[src/rtl/led_blink_ctrl.sv]
`default_nettype none
// ============================================================================
//  Module      : led_blink_ctrl
//  Description : Prescaled LED pattern generator. A programmable divider
//                produces a periodic tick; on each tick the LED bank is
//                updated according to the selected mode (OFF, ON, BLINK,
//                CHASE). A mode change reloads the mode's entry pattern and
//                restarts the prescaler.
//  Revision    : 1.0 - initial release
// ============================================================================
module led_blink_ctrl #(
    parameter int               CNT_W    = 8,
    parameter int               CH_NUM   = 4,
    parameter logic [CNT_W-1:0] DIV_INIT = {CNT_W{1'b1}}
) (
    input  logic              clk,
    input  logic              rst_n,
    input  logic              en,
    input  logic [1:0]        mode,
    input  logic              div_wr,
    input  logic [CNT_W-1:0]  div_val,
    output logic [CH_NUM-1:0] led,
    output logic              tick,
    output logic [CNT_W-1:0]  step
);

    typedef enum logic [1:0] {
        ST_OFF   = 2'd0,
        ST_ON    = 2'd1,
        ST_BLINK = 2'd2,
        ST_CHASE = 2'd3
    } state_t;

    localparam logic [CNT_W-1:0]  c_cnt_one   = {{(CNT_W-1){1'b0}}, 1'b1};
    localparam logic [CH_NUM-1:0] c_led_zeros = {CH_NUM{1'b0}};
    localparam logic [CH_NUM-1:0] c_led_ones  = {CH_NUM{1'b1}};
    localparam logic [CH_NUM-1:0] c_led_first = {{(CH_NUM-1){1'b0}}, 1'b1};

    state_t              r_state;
    state_t              w_state_nxt;
    logic [1:0]          r_mode_q;
    logic [CNT_W-1:0]    r_div;
    logic [CNT_W-1:0]    r_pre_cnt;
    logic [CNT_W-1:0]    r_step;
    logic [CH_NUM-1:0]   r_led;
    logic                r_tick;

    logic                w_mode_chg;
    logic                w_wrap;
    logic [CH_NUM-1:0]   w_led_entry;
    logic [CH_NUM-1:0]   w_led_tick;

    assign w_mode_chg = (mode != r_mode_q);
    assign w_wrap     = en && (r_pre_cnt == r_div);

    // State register: tracks the mode in force, plus the raw registered mode
    always_ff @(posedge clk or negedge rst_n) begin
        if (!rst_n) begin
            r_state  <= ST_OFF;
            r_mode_q <= 2'd0;
        end else begin
            r_state  <= w_state_nxt;
            r_mode_q <= mode;
        end
    end

    // Next state follows mode; entry pattern for the incoming mode and the
    // per-tick update pattern for the current one
    always_comb begin
        w_state_nxt = state_t'(mode);
        w_led_entry = c_led_zeros;
        w_led_tick  = r_led;
        case (state_t'(mode))
            ST_OFF:   w_led_entry = c_led_zeros;
            ST_ON:    w_led_entry = c_led_ones;
            ST_BLINK: w_led_entry = c_led_ones;
            ST_CHASE: w_led_entry = c_led_first;
            default:  w_led_entry = c_led_zeros;
        endcase
        case (r_state)
            ST_BLINK: w_led_tick = ~r_led;
            ST_CHASE: w_led_tick = {r_led[CH_NUM-2:0], r_led[CH_NUM-1]};
            default:  w_led_tick = r_led;
        endcase
    end

    // Divider register: written by the strobe regardless of enable
    always_ff @(posedge clk or negedge rst_n) begin
        if (!rst_n) begin
            r_div <= DIV_INIT;
        end else if (div_wr) begin
            r_div <= div_val;
        end
    end

    // Prescaler, tick, step and LED datapath; a mode change outranks a
    // divider write, which outranks a coincident wrap
    always_ff @(posedge clk or negedge rst_n) begin
        if (!rst_n) begin
            r_pre_cnt <= {CNT_W{1'b0}};
            r_step    <= {CNT_W{1'b0}};
            r_led     <= c_led_zeros;
            r_tick    <= 1'b0;
        end else begin
            r_tick <= 1'b0;
            if (w_mode_chg) begin
                r_led     <= w_led_entry;
                r_pre_cnt <= {CNT_W{1'b0}};
            end else if (div_wr) begin
                // Clearing here keeps a smaller new divisor from being overrun
                r_pre_cnt <= {CNT_W{1'b0}};
            end else if (w_wrap) begin
                r_pre_cnt <= {CNT_W{1'b0}};
                r_tick    <= 1'b1;
                r_step    <= r_step + c_cnt_one;
                r_led     <= w_led_tick;
            end else if (en) begin
                r_pre_cnt <= r_pre_cnt + c_cnt_one;
            end
        end
    end

    assign led  = r_led;
    assign tick = r_tick;
    assign step = r_step;

endmodule
`default_nettype wire

[config.mk]
export PLATFORM = sky130hd
export DESIGN_NAME = led_blink_ctrl
export DESIGN_NICKNAME = d
export VERILOG_FILES = /design/src/rtl/led_blink_ctrl.sv
export SDC_FILE = /design/constraint.sdc
export NUM_CORES = 1
export LEC_CHECK = 0
export ABC_AREA = 1
export CAP_MARGIN = 30
export CORE_MARGIN = 2
export CORE_UTILIZATION = 53
export DETAILED_ROUTE_END_ITERATION = 8
export PLACE_DENSITY = 0.78
export SLEW_MARGIN = 10
export SYNTH_ARGS = -nofsm -noshare
export SYNTH_HDL_FRONTEND = slang
export SYNTH_SLANG_ARGS = --single-unit
[constraint.sdc]
create_clock -name clk -period 2.9 [get_ports clk]
set_input_delay 0.58 -clock clk [delete_from_list [all_inputs] [get_ports clk]]
set_output_delay 0.58 -clock clk [all_outputs]
set_load 0.05 [all_outputs]
==> flow_metrics.tcl, run 1 <==
set metrics [dict create \
    crit_slowest_cell "clkdlybuf4s50_1" \
    power.leakage_nw 1.07 \
    synth_warnings 0 \
    dpl_cell_area_sq_mm 0.00216 \
    r2r_slack_ns 1.18 \
    fin_area_sq_mm 0.00222 \
    cts_buffers 5 \
    max_freq_mhz 448 \
    syn-num-nets 264 \
    crit_cells 1 \
    clockBufferDepth 2 \
    cts_tree "done" \
    layout.area.seq_sq_um 786 \
    status "finished, final reports clean" \
    ys_seq_elements 31 \
    vias_per_cell 4.77 \
    synth-seq-area-share_pct 42.8 \
    drc 0 \
    multiInputGateArea_sq_um 895 \
    io_buffers 26 \
    hold_buffers 0 \
    critPathCaptureType "primary output" \
    routed-via-count 1560 \
    gp_congestion 0.866 \
    ios 27 \
    crit_chain "clkdlybuf4s50_1" \
    fin_skew_ns 0.0108 \
    relSlewSlack_pct 66.8 \
    finalCriticalPeriod_ns 2.23 \
    grt_use_total_pct 21.1 \
    nets 297 \
    tightest_slew_ns 0.497 \
    antenna_left 0 \
    htree_num_levels 2 \
    grt_pass1_wl_um 6510 \
    die_w_um 62.9 \
    cts_root_buf "clkbuf_4" \
    path_clk_slew_ns 0.10 \
    cts_setup_buffers 0 \
    cp-start-kind "register" \
    post_cts_resized 0 \
    drv_cap 0 \
    worstPathArrival_ns 1.65 \
    drt_iter0_drc 133 \
    wire_per_inst_um 11.4 \
    dieArea_sq_mm 0.00396 \
    dp_hpwl_um 2850 \
    worstPathMaxFanout 6 \
    critPathMaxStageDelay_ns 0.84 \
    core_area_sq_mm 0.00334 \
    critPathKind "reg -> out" \
    setup_viol 0 \
    hold_viol 0 \
    cp_num_buf_inv 1 \
    drive_above_1_share_pct 14.2 \
    syn_avg_cell_area_sq_um 7.44 \
    grt_pass1_vias 1512 \
    rows 21 \
    n_antenna_cell 0 \
    clock-sinks 31 \
    peakVddDrop_mv 0.305 \
    wl_um 3740 \
    pre_cts_ws_ns 0.604 \
    die_h_um 62.9 \
    antenna_found_initial 0 \
    timing.final.crit_share_pct 76.9 \
    slew_violations 0 \
    yosys.cell_types.count 25 \
    area_growth_pct 20.6 \
    postLayoutSetupSlackWorst_ns 0.669 \
    worstPathRequired_ns 2.32 \
    crit_family "buffers and inverters" \
    p_per_area_mw_per_mm2 429 \
    synthCells 247 \
    syn-cell-area_sq_mm 0.00184 \
    grt-ovfl-total 0 \
    reg2regPathDepth 9 \
    dr.pass1.iters 4 \
    layout.filler_cells 290 \
    insertion_delay_ns 0.35 \
    hold_class "reg -> reg" \
    layout_common_cells "nand2_1 (84), inv_1 (37), clkdlybuf4s50_1 (26)" \
    final_common_cell "nand2_1" \
    initial_core_util_pct 55.1 \
    setup-tns-final_ns 0 \
    grt_max_degree 32 \
    rsz0062_at_grt "false" \
    hold_depth 2 \
]
==> per-stage QoR <==
| step | hold slack [ns] | std cells | util [%] | total power, mW |
|---|---|---|---|---|
| after floorplan | 0.284 | 247 | - | 0.614 |
| after global placement | 0.462 | 319 | 64.6 | 0.687 |
| after detailed placement | 0.467 | 319 | 64.6 | 0.691 |
| after CTS | 0.486 | 327 | 66.4 | 0.956 |
| after global routing | 0.502 | 327 | 66.4 | 1.00 |
| final | 0.485 | 327 | 66.4 | 0.950 |
==> flip-flops by register name, summed over array words and instances, names as in the netlist <==
signal     flops
led            4
step           8
r_mode_q       2
tick           1
r_pre_cnt      8
r_div          8
==> synth_stat cells <==
master     n  area share, %
o21ai_1    1           0.27
inv_2      1           0.20
nand2_1   84             17
nor3_1     4            1.1
nand4_1    2           0.68
dfstp_2    8             11
a31oi_1    1           0.34
dfrtp_1   23             31
xnor2_1    3            1.4
clkbuf_1   1           0.20
nand3_2    2            1.1
o21ai_0   18            4.9
ha_1       3            2.0
nor2_1    17            3.5
xnor2_2    1           0.89
buf_6      1           0.61
nor2_2     3            1.0
o21ai_2    6            2.9
nand2_2    8            2.7
nor2_4     2            1.2
inv_1     37            7.6
and3_1     1           0.34
nand3_1   11            3.0
nand3b_1   2           0.82
xor2_1     7            3.3
==> cell type report <==
cell class                      count  share of cell area (%)
Multi-Input combinational cell    176                    40.4
Sequential cell                    31                    35.5
Timing Repair Buffer               28                    12.4
Inverter                           38                    6.44
Tap cell                           46                    2.60
Clock buffer                        7                    2.48
Clock inverter                      1                   0.226
==> kinds of logic after synthesis <==
kind of cell | count (synthesis) | synth area share (%)
AO/OA/AOI/OAI | 26 | 8.37
buffers and inverters | 40 | 8.58
adder cells (fa/ha/maj) | 3 | 2.04
AND/OR/NAND/NOR | 136 | 32.6
flip-flops | 31 | 42.7
XOR/XNOR | 11 | 5.65
==> worst paths after layout <==
kind	to	startpoint
setup reg to reg	step[4]	r_div[2]
min in group asynchronous	step[0]	rst_n
hold reg to reg	r_div[4]	r_div[4]
hold / removal	r_div[4]	r_div[4]
setup / recovery	step[2]	step[2]
max in group asynchronous	r_div[0]	rst_n
==> per-layer routing <==
layer / vias up / share of wire (%) / GRT usage [%]
li1: 828 / - / -
met1: 703 / 47 / 26.1
met2: 20 / 48 / 34.6
met3: 9 / 3.0 / 4.50
met4: 0 / 2.2 / 10.8
met5: - / 0 / 0
==> power breakdown <==
part / switching [mW] / internal (mW) / total (mW) / leakage (nW)
Clock: 0.150 / 0.117 / 0.267 / 0.0353
Sequential: 0.0219 / 0.463 / 0.485 / 0.392
Combinational: 0.125 / 0.0735 / 0.198 / 0.644
Note: power is estimated with default switching activity, not from simulation.
==> run 2, diff against run 1 <==
- clock period: 2.9 -> 2.3 ns (I/O delays scaled with it)
==> flow_metrics.tcl, run 2 (synthesis gave the netlist of run 1 again) <==
set metrics [dict create \
    clkPwrFrac_pct 28.2 \
    worstPathMaxFanout 6 \
    placed_cells 319 \
    critPathKind "reg -> out" \
    critPathMaxStageDelay_ns 0.84 \
    antenna_left 0 \
    hold_class "reg -> reg" \
    grt-ovfl-total 0 \
    drive_above_1_share_pct 14.2 \
    peakVddDrop_mv 0.389 \
    r2r_slack_ns 0.57 \
    routed-via-count 1581 \
    cts_buffers 5 \
    wl_um 3780 \
    crit_cells 1 \
    hold_depth 2 \
    crit_slowest_cell "clkdlybuf4s50_1" \
    rsz0062_at_grt "false" \
    n_antenna_cell 0 \
    grt_use_total_pct 21.6 \
    grt_util_met1_pct 26.4 \
    clock-sinks 31 \
    setup_viol 0 \
    grt_max_degree 32 \
    pwr-share-seq_pct 51.0 \
    p_int_mw 0.825 \
    timing.rr.end "step[4]" \
    finalPower_mw 1.20 \
    cts_tree "done" \
    antenna_found_initial 0 \
    hold_slack_ns 0.481 \
    crit_family "buffers and inverters" \
    die_w_um 62.9 \
    dieArea_sq_mm 0.00396 \
    power.leakage_nw 1.07 \
    critPathCaptureType "primary output" \
    cts_root_buf "clkbuf_4" \
    final_cells 327 \
    cp-start-kind "register" \
    vias_per_cell 4.83 \
    dr.pass1.iters 5 \
    busiest_layer "met2" \
    initial_core_util_pct 55.1 \
    post_cts_resized 0 \
    nets 297 \
    hold_path_end "r_div[4]" \
    slew_violations 0 \
    tightest_slew_ns 0.496 \
    hold_buffers 0 \
    crit_chain "clkdlybuf4s50_1" \
    fin_skew_ns 0.0103 \
    min_from "r_div[4]" \
    cp_num_buf_inv 1 \
    p_switching_mw 0.373 \
    final_common_cell "nand2_1" \
    clockBufferDepth 2 \
    status "finished, final reports clean" \
    setup.worst_path.start "step[2]" \
    drt_iter0_drc 88 \
    swShare_pct 31.2 \
    grt_pass1_vias 1506 \
    die_h_um 62.9 \
    insertion_delay_ns 0.35 \
    dp_hpwl_um 2870 \
    rows 21 \
    wire_per_inst_um 11.5 \
    layout.filler_cells 305 \
    max_freq_mhz 471 \
    fin_util_pct 66.4 \
    finalCriticalPeriod_ns 2.12 \
    p_per_area_mw_per_mm2 541 \
    worstPathArrival_ns 1.66 \
    setup-tns-final_ns 0 \
    relSlewSlack_pct 66.8 \
    use_met2_pct 35.1 \
    gp_congestion 0.866 \
    drv_cap 0 \
    p_comb_share_pct 20.8 \
    cts_setup_buffers 0 \
    reg2reg_from "r_div[3]" \
    core_area_sq_mm 0.00334 \
    layout_common_cells "nand2_1 (84), inv_1 (37), clkdlybuf4s50_1 (26)" \
    area_growth_pct 20.6 \
    io_buffers 26 \
    reg2regPathDepth 9 \
    hold_viol 0 \
    timing.final.crit_share_pct 92.3 \
    ios 27 \
    grt_use_met3_pct 6.85 \
    worstPathRequired_ns 1.84 \
    path_clk_slew_ns 0.10 \
    drc 0 \
    htree_num_levels 2 \
    grt_pass1_wl_um 6680 \
]
run 2: per-stage QoR:
stage | worst slack [ns] | area [sq um]
final | 0.177 | 2220
after global placement | 0.209 | 2160
after floorplan | 0.818 | 1840
after global routing | 0.110 | 2220
after CTS | 0.170 | 2220
after detailed placement | 0.135 | 2160
run 2: cell type report:
type,count,area (sq um),share of cell area [%]
well taps,46,57.6,2.60
clock buffers,7,55.1,2.48
inverters,38,143,6.44
multi-input cells,176,895,40.4
repair buffers,28,275,12.4
clock inverters,1,5.00,0.226
flip-flops and latches,31,786,35.5
run 2: power by group through the flow:
stage,clock network [mW],logic (mW),registers [mW]
2_1_floorplan,0,0.107,0.668
3_3_place_gp,0,0.246,0.621
3_5_place_dp,0,0.251,0.622
4_1_cts,0.343,0.252,0.612
5_1_grt,0.371,0.278,0.617
6_report,0.338,0.249,0.611
run 2: worst max path at each step:
stage / endpoint / slack (ns)
2_1_floorplan: step[7] / 0.82
3_3_place_gp: step[4] / 0.21
3_5_place_dp: step[4] / 0.13
4_1_cts: step[2] / 0.17
5_1_grt: step[2] / 0.11
6_report: step[2] / 0.18
run 2: worst reg2reg max path, stage by stage, from the launching register on:
cell     delay (ns)
dfstp_2        0.55
inv_1          0.05
nand2_1        0.10
nand2_1        0.08
nor2_2         0.07
nand2_1        0.07
nor2_2         0.12
nand3_2        0.30
nand2_1        0.20
o21ai_2        0.07
run 2: metal layers:
metal | up-vias | part of all wire [%]
met3 | 8 | 3.3
met2 | 25 | 48
li1 | 826 | -
met4 | 0 | 2.5
met5 | - | 0
met1 | 722 | 46
